### src/rtl/banco_registradores_wb_if.sv
// Bus bundle for the write-back register file: write-back request, source data,
// the two read ports and the status outputs.
interface banco_registradores_wb_if #(
    parameter int LARGURA  = 32,
    parameter int ENDERECO = 5
);
    logic                escreveReg;
    logic [1:0]          origEscrita;
    logic [ENDERECO-1:0] regDestino;
    logic [LARGURA-1:0]  resultadoULA;
    logic [LARGURA-1:0]  dadoMemoria;
    logic [LARGURA-1:0]  pcMais1;
    logic [LARGURA-1:0]  dadoEntrada;
    logic [ENDERECO-1:0] regLeitura1;
    logic [ENDERECO-1:0] regLeitura2;
    logic [LARGURA-1:0]  dado1;
    logic [LARGURA-1:0]  dado2;
    logic                pendente;
    logic [15:0]         escritas;

    modport master (
        output escreveReg, origEscrita, regDestino, resultadoULA, dadoMemoria,
               pcMais1, dadoEntrada, regLeitura1, regLeitura2,
        input  dado1, dado2, pendente, escritas
    );

    modport slave (
        input  escreveReg, origEscrita, regDestino, resultadoULA, dadoMemoria,
               pcMais1, dadoEntrada, regLeitura1, regLeitura2,
        output dado1, dado2, pendente, escritas
    );
endinterface

### src/rtl/banco_registradores_wb.sv
// Register file with a one-entry write-back stage: a sampled request is held for
// one cycle, forwarded to both read ports, then committed to the array.
module banco_registradores_wb #(
    parameter int LARGURA  = 32,
    parameter int ENDERECO = 5
) (
    input logic                     clock,
    input logic                     reset,
    banco_registradores_wb_if.slave bus
);
    localparam int NREG = 1 << ENDERECO;

    logic [LARGURA-1:0]  array_q [NREG];
    logic [LARGURA-1:0]  array_d [NREG];
    logic [ENDERECO-1:0] pend_end_q, pend_end_d;
    logic [LARGURA-1:0]  pend_valor_q, pend_valor_d;
    logic                pendente_q, pendente_d;
    logic [15:0]         escritas_q, escritas_d;
    logic [LARGURA-1:0]  valor;
    logic                aceita;

    always_comb begin
        valor = '0;
        unique case (bus.origEscrita)
            2'b00:   valor = bus.resultadoULA;
            2'b01:   valor = bus.dadoMemoria;
            2'b10:   valor = bus.pcMais1;
            default: valor = bus.dadoEntrada;
        endcase
    end

    // Requests to register 0 are dropped entirely: no load, no commit, no count.
    assign aceita = bus.escreveReg && (bus.regDestino != '0);

    always_comb begin
        array_d      = array_q;
        escritas_d   = escritas_q;
        pend_end_d   = pend_end_q;
        pend_valor_d = pend_valor_q;
        pendente_d   = aceita;
        if (pendente_q) begin
            array_d[pend_end_q] = pend_valor_q;
            escritas_d          = escritas_q + 16'd1;
        end
        array_d[0] = '0;
        if (aceita) begin
            pend_end_d   = bus.regDestino;
            pend_valor_d = valor;
        end
    end

    always_ff @(posedge clock) begin
        if (reset) begin
            array_q      <= '{default: '0};
            pend_end_q   <= '0;
            pend_valor_q <= '0;
            pendente_q   <= 1'b0;
            escritas_q   <= '0;
        end else begin
            array_q      <= array_d;
            pend_end_q   <= pend_end_d;
            pend_valor_q <= pend_valor_d;
            pendente_q   <= pendente_d;
            escritas_q   <= escritas_d;
        end
    end

    // Pending entry wins over the array so a just-sampled write is visible at once.
    function automatic logic [LARGURA-1:0] leitura(input logic [ENDERECO-1:0] endereco);
        if (endereco == '0)
            return '0;
        else if (pendente_q && (endereco == pend_end_q))
            return pend_valor_q;
        else
            return array_q[endereco];
    endfunction

    assign bus.dado1    = leitura(bus.regLeitura1);
    assign bus.dado2    = leitura(bus.regLeitura2);
    assign bus.pendente = pendente_q;
    assign bus.escritas = escritas_q;
endmodule
### src/flat_wrapper.sv
// flat-port wrapper written by rule: the top's interface ports become plain ports
module banco_registradores_wb_flat 
#(
    parameter int LARGURA  = 32,
    parameter int ENDERECO = 5
)
  (clock, reset, bus_escreveReg, bus_origEscrita, bus_regDestino, bus_resultadoULA, bus_dadoMemoria, bus_pcMais1, bus_dadoEntrada, bus_regLeitura1, bus_regLeitura2, bus_dado1, bus_dado2, bus_pendente, bus_escritas);
  banco_registradores_wb_if #(.LARGURA(LARGURA), .ENDERECO(ENDERECO)) bus_i ();
  input logic clock;
  input logic reset;
  input wire logic [$bits(bus_i.escreveReg)-1:0] bus_escreveReg;
  input wire logic [$bits(bus_i.origEscrita)-1:0] bus_origEscrita;
  input wire logic [$bits(bus_i.regDestino)-1:0] bus_regDestino;
  input wire logic [$bits(bus_i.resultadoULA)-1:0] bus_resultadoULA;
  input wire logic [$bits(bus_i.dadoMemoria)-1:0] bus_dadoMemoria;
  input wire logic [$bits(bus_i.pcMais1)-1:0] bus_pcMais1;
  input wire logic [$bits(bus_i.dadoEntrada)-1:0] bus_dadoEntrada;
  input wire logic [$bits(bus_i.regLeitura1)-1:0] bus_regLeitura1;
  input wire logic [$bits(bus_i.regLeitura2)-1:0] bus_regLeitura2;
  output wire logic [$bits(bus_i.dado1)-1:0] bus_dado1;
  output wire logic [$bits(bus_i.dado2)-1:0] bus_dado2;
  output wire logic [$bits(bus_i.pendente)-1:0] bus_pendente;
  output wire logic [$bits(bus_i.escritas)-1:0] bus_escritas;
  assign bus_i.escreveReg = bus_escreveReg;
  assign bus_i.origEscrita = bus_origEscrita;
  assign bus_i.regDestino = bus_regDestino;
  assign bus_i.resultadoULA = bus_resultadoULA;
  assign bus_i.dadoMemoria = bus_dadoMemoria;
  assign bus_i.pcMais1 = bus_pcMais1;
  assign bus_i.dadoEntrada = bus_dadoEntrada;
  assign bus_i.regLeitura1 = bus_regLeitura1;
  assign bus_i.regLeitura2 = bus_regLeitura2;
  assign bus_dado1 = bus_i.dado1;
  assign bus_dado2 = bus_i.dado2;
  assign bus_pendente = bus_i.pendente;
  assign bus_escritas = bus_i.escritas;
  banco_registradores_wb #(.LARGURA(LARGURA), .ENDERECO(ENDERECO)) u_core (.clock(clock), .reset(reset), .bus(bus_i));
endmodule
### config.mk
export PLATFORM = sky130hd
export DESIGN_NAME = banco_registradores_wb_flat
export DESIGN_NICKNAME = d
export VERILOG_FILES = /design/src/rtl/banco_registradores_wb_if.sv /design/src/rtl/banco_registradores_wb.sv /design/src/flat_wrapper.sv
export SDC_FILE = /design/constraint.sdc
export NUM_CORES = 2
export LEC_CHECK = 0
export ABC_AREA = 1
export BUFFER_PORTS_ARGS = -buffer_cell sky130_fd_sc_hd__buf_4
export CAP_MARGIN = 5
export CORE_MARGIN = 2
export CORE_UTILIZATION = 50
export DETAILED_ROUTE_END_ITERATION = 16
export PLACE_DENSITY = 0.67
export SLEW_MARGIN = 20
export SYNTH_ARGS = -nofsm -noshare
export SYNTH_HDL_FRONTEND = slang
export SYNTH_SLANG_ARGS = --single-unit
### constraint.sdc
create_clock -name clock -period 2.1 [get_ports clock]
set_input_delay 0.21 -clock clock [delete_from_list [all_inputs] [get_ports clock]]
set_output_delay 0.21 -clock clock [all_outputs]
set_load 0.02 [all_outputs]
# Word level (Yosys, flattened, before mapping)
# Index checks and enable logic that the tools add are counted.
dict set report totals {
  register_bits 1046
  latchBits 0
  ramBits 0
  rom_bits 0
  inputBits 148
  out_inout_bits 81
  wordCells 69
  n_memories 0
}
dict set report classes {
  add_sub_neg 1
  multipliers 0
  n_div 0
  order_cmp 4
  eq_ne 4
  n_shift 0
  n_mux 14
  bitwise_logic 3
  n_reduce_logical 8
}
# op n
set ops {}
lappend ops {{bitwise mux 1024 bit} 1}
lappend ops {{binary-select mux 32 bit (select 5 bit)} 2}
lappend ops {{two-way mux 32 bit} 9}
lappend ops {{demux 32 bit (select 5 bit)} 1}
lappend ops {{one-hot mux 32 bit (3 select lines)} 1}
lappend ops {{greater-or-equal comparator 6 bit, second input constant} 3}
lappend ops {{inverter 5 -> 6 bit} 3}
lappend ops {{adder 16 x 1 -> 16 bit, second input constant} 1}
lappend ops {{equality test 5 bit} 2}
lappend ops {{logical NOT 5 bit} 2}
lappend ops {{less-than comparator 6 x 1 -> 1 bit, second input constant} 1}
lappend ops {{nonzero test 5 bit} 1}
lappend ops {{logical AND 1 bit} 4}
lappend ops {{equality test 2 x 1 -> 1 bit, second input constant} 1}
lappend ops {{equality test 2 bit, second input constant} 1}
lappend ops {{logical NOT 2 bit} 1}

# Logic depth before layout (Yosys ltp)
dict set report logic_depth {
  word_depth 6
  mapped_depth 13
  depth_no_buf 10
}

# Worst setup path after synthesis
# OpenSTA, ideal clock, no wires.
dict set report synth_timing {
  path_type {input to output}
  start {input port bus_regLeitura2[1]}
  end {output port bus_dado2[19]}
  arrival_ns 1.610
  required_ns 1.890
  setup_slack_ns 0.280
  path_stages 10
  path_buffers 3
  cell_sequence {buf_2 > inv_2 > buf_2 > clkbuf_1 > nand3_1 > nand3_1 > nand3_1 > nand3_1 > nand2_1 > a21oi_1}
}
dict set report synth_via {
  elab_chain_cells 6
  word_cells_on_any_way 9
  classes_between {1 x eq/ne; 5 x mux; 1 x bitwise; 2 x reduce/logical}
}
# element line
set synth_rtl {}
lappend synth_rtl {{from (decl)} flat_wrapper.sv:19} ;# input wire logic [$bits(bus_i.regLeitura2)-1:0] bus_regLeitura2;
lappend synth_rtl {{inverter 5 -> 6 bit (implied by the code)} banco_registradores_wb.sv:75} ;# return array_q[endereco];
lappend synth_rtl {{binary-select mux 32 bit (select 5 bit)} banco_registradores_wb.sv:75}
lappend synth_rtl {{two-way mux 32 bit (implied by the code) (2 in a row)} banco_registradores_wb.sv:75}
lappend synth_rtl {{two-way mux 32 bit} banco_registradores_wb.sv:72} ;# else if (pendente_q && (endereco == pend_end_q))
lappend synth_rtl {{two-way mux 32 bit *} banco_registradores_wb.sv:70} ;# if (endereco == '0)
lappend synth_rtl {{to (decl)} flat_wrapper.sv:21} ;# output wire logic [$bits(bus_i.dado2)-1:0] bus_dado2;
# Every way passes the cells marked *; elsewhere a longest branch is shown, timed or not. The select of a mux whose other input is x is not followed.

# Worst setup path in the final report
dict set report layout_timing {
  start {register u_core.pend_end_q[4]}
  end {output port bus_dado1[31]}
}
dict set report layout_via {
  elab_chain_cells 4
}
# element line
set layout_rtl {}
lappend layout_rtl {{from (decl)} banco_registradores_wb.sv:15} ;# logic [ENDERECO-1:0] pend_end_q, pend_end_d;
lappend layout_rtl {{from (signal assigned)} banco_registradores_wb.sv:61} ;# pend_end_q <= pend_end_d;
lappend layout_rtl {{equality test 5 bit} banco_registradores_wb.sv:72}
lappend layout_rtl {{logical AND 1 bit} banco_registradores_wb.sv:72}
lappend layout_rtl {{two-way mux 32 bit} banco_registradores_wb.sv:72}
lappend layout_rtl {{two-way mux 32 bit} banco_registradores_wb.sv:70}
lappend layout_rtl {{to (decl)} flat_wrapper.sv:20} ;# output wire logic [$bits(bus_i.dado1)-1:0] bus_dado1;
# Every way passes these cells.

==> results.sh <==
export IMPL_synth_edf_count=0
export IMPL_drt_iter0_drc=9695
export IMPL_overflow=0
export IMPL_die_w_um=345.0
export IMPL_first_pass_iters=7
export IMPL_htreeDepth=3
export IMPL_ir_drop_v=0.0007062
export IMPL_yosysWarnings=0
export IMPL_antenna_found_initial=6
export IMPL_cp_end_kind="primary output"
export IMPL_die_area_um2=119000
export IMPL_synth_top_family_by_area="simple AND/OR/NAND/NOR gates"
export IMPL_cp_num_buf_inv=4
export IMPL_first_global_vias=60120
export IMPL_rrSetupSlack_ns=0.04
export IMPL_crit_arrival_ns=2.48
export IMPL_synth_seq_area_share=0.3602
export IMPL_drv_cap=0
export IMPL_gp_congestion=0.9977
export IMPL_insertion_delay_ns=0.75
export IMPL_synth_xor_area_frac=0.0003013
export IMPL_ant_nets=0
export IMPL_synth_adder_area_share=0.0002152
export IMPL_crit_chain="inv_4, o22ai_4, nor3_4, nand3_4, buf_12, buf_12, o21ai_4, a21oi_4, buf_6"
export IMPL_drive_gt1_frac=0.1418
export IMPL_die_h_um=345.0
export IMPL_cts_sinks=1046
export IMPL_initial_utilization=0.5023
export IMPL_nets=9599
export IMPL_critical_path_top_delay_family="compound AO/OA/AOI/OAI gates"
export IMPL_reg2reg_depth=9
export IMPL_ys_flop_type="dfxtp_1"
export IMPL_ioPinCount=229
export IMPL_post_route_min_period_ns=2.688
export IMPL_drt_wl_total_um=256400
export IMPL_start_kind="flip-flop"
export IMPL_netlist_instances=9296
export IMPL_tritoncts="done"
export IMPL_synth_seq_cells=1046
export IMPL_yosys_top_cells_area="dfxtp_1 (36%), nand2_1 (12%), nand3_1 (10%), o21ai_0 (9.7%), a21oi_1 (7.9%)"
export IMPL_synth_top_area_cell="dfxtp_1"
export IMPL_finalMaxSlewViolations=0
export IMPL_dp_hpwl_um=162400
export IMPL_critical_path_class="reg -> out"
export IMPL_p_total_uw=50550
export IMPL_path_depth=9
export IMPL_setup_viol=64
export IMPL_tightest_slew_ns=0.8874
export IMPL_status="finished with violations"
export IMPL_grt_start_max_net_pins=98
export IMPL_synthMuxAreaShare=0
export IMPL_numPortBuffers=228
export IMPL_async_flop_share=0
export IMPL_cp_max_fo=8
export IMPL_setup_ws_ns=-0.5880
export IMPL_hold_viol=0
export IMPL_numCtsBuffers=115
export IMPL_required_ns=1.89
export IMPL_cts_root_buf="clkbuf_16"
export IMPL_synth_top_area_share=0.3602
export IMPL_syn_area_per_cell_um2=6.254
export IMPL_synth_nets=9445
export IMPL_wl_per_cell_um=23.15
export IMPL_drc=0
export IMPL_fin_setup_tns_ns=-29.57
export IMPL_rsz0062_at_grt="true"
export IMPL_grt_pass1_wl_um=376100
export IMPL_hp_class="in -> reg"
export IMPL_synth_cell_types=35
export IMPL_violations="setup timing"
export IMPL_core_area_um2=115700
export IMPL_slowest_delay_ns=0.41
export IMPL_synthSimpleGateAreaFrac=0.2912
export IMPL_synth_most_common_cell="nand2_1"
export IMPL_vias_per_cell=6.068
export IMPL_clockBufferDepth=3
export IMPL_p_leak_uw=0.03157
export IMPL_cp_slowest_cell="dfxtp_4"
export IMPL_syn2layout_area_growth_pct=23.43
export IMPL_fp_row_count=125
export IMPL_vias=67210
export IMPL_power_density_nw_per_um2=704.4
export IMPL_fin_crit_sh=1.280
export IMPL_final_core_util=0.6200
export IMPL_synth_compound_area_frac=0.2283
export IMPL_track_usage=0.4139
export IMPL_clk_pin_slew_ns=0.06
export IMPL_hold_depth=5
export IMPL_slew_limit_headroom=0.4022
export IMPL_crit_path_frequent_cell="buf_12"
export IMPL_synthTopCellsByCount="nand2_1 (1814), nand3_1 (1216), o21ai_0 (1129), dfxtp_1 (1046), a21oi_1 (921)"
export IMPL_skew_ns=0.03253
export IMPL_max_freq_ghz=0.3720
export IMPL_syn_area_um2=58130
[layer usage]
| metal | wire (µm) | track usage | vias to the layer above |
|---|---|---|---|
| li1 | - | - | 30870 |
| met1 | 96840 | 0.5435 | 30830 |
| met5 | 8 | 0 | - |
| met2 | 106400 | 0.6052 | 4556 |
| met4 | 17620 | 0.2542 | 2 |
| met3 | 35490 | 0.1087 | 952 |
[cells by family after synthesis]
family,after synthesis
AND/OR/NAND/NOR,4022
AO/OA/AOI/OAI,2473
buffers and inverters,1752
flip-flops,1046
XOR/XNOR,2
adder cells (fa/ha/maj),1
[tightest hold or removal path, cell delays in order]
cell	delay (ns)
buf_4	0.08
inv_1	0.03
nand2_1	0.05
nand2_1	0.22
nor2_1	0.15
[report_power, final]
| group | switching, µW | total (µW) | internal (µW) |
|---|---|---|---|
| Clock | 9010 | 21500 | 12500 |
| Combinational | 5560 | 8730 | 3170 |
| Sequential | 255 | 20300 | 20000 |
[final cells by class]
cell class	instances	area, µm²
Clock inverter	46	571.8
Clock buffer	171	3428
Multi-Input combinational cell	6498	31640
Sequential cell	1046	20960
Tap cell	1524	1907
Antenna cell	1	2.502
Fill cell	10640	43980
Timing Repair Buffer	900	9847
Inverter	889	3402
[state kept, by name, indices dropped and copies added (netlist names)]
signal and cells:
u_core.array_q 992, u_core.bus.escritas 16, u_core.bus.pendente 1, u_core.pend_end_q 5, u_core.pend_valor_q 32
[what timing repair did]
item | 4_1_cts | 5_1_grt
gates resized for setup | 264 | 205
pin swaps | 34 | 48
setup endpoints to repair | 66 | 64
hold buffers | 74 | 0
setup buffers | 12 | 13
cloned | 9 | 5
hold endpoints to repair | 69 | 0
[path summary, 6_finish.rpt]
path	start	to
worst max-delay path	u_core.pend_end_q[4]	bus_dado1[31]
worst min-delay path	bus_regDestino[2]	u_core.bus.pendente
worst max register to register	u_core.bus.pendente	u_core.array_q[564]
worst min register to register	u_core.array_q[934]	u_core.array_q[934]
[per-stage QoR]
stage / hold slack, ns / instance area, µm² / std cells / worst slack, ns
detailed placement: 0.4497 / 64820 / 10760 / -0.1336
global route: 0.05458 / 71760 / 11070 / -0.6077
global placement: 0.4456 / 64810 / 10760 / -0.1436
CTS: 0.02101 / 70830 / 11070 / -0.5666
finish: 0.03010 / 71760 / 11080 / -0.5880
floorplan: 0.3933 / 58130 / 9296 / 0.2803
[cells in the final DEF, fill, tap and decap left out, drive strengths merged, types with 10 or more instances in the layout]
cell type	instances
nand2	1814
nand3	1218
o21ai	1207
dfxtp	1046
nor2	936
a21oi	921
inv	891
buf	822
o211ai	304
clkbuf	175
dlygate4sd3	74
a221oi	32
or2	30
clkinv	30
nor3	19
bufinv	10
Power figures use the tool's default switching activity.
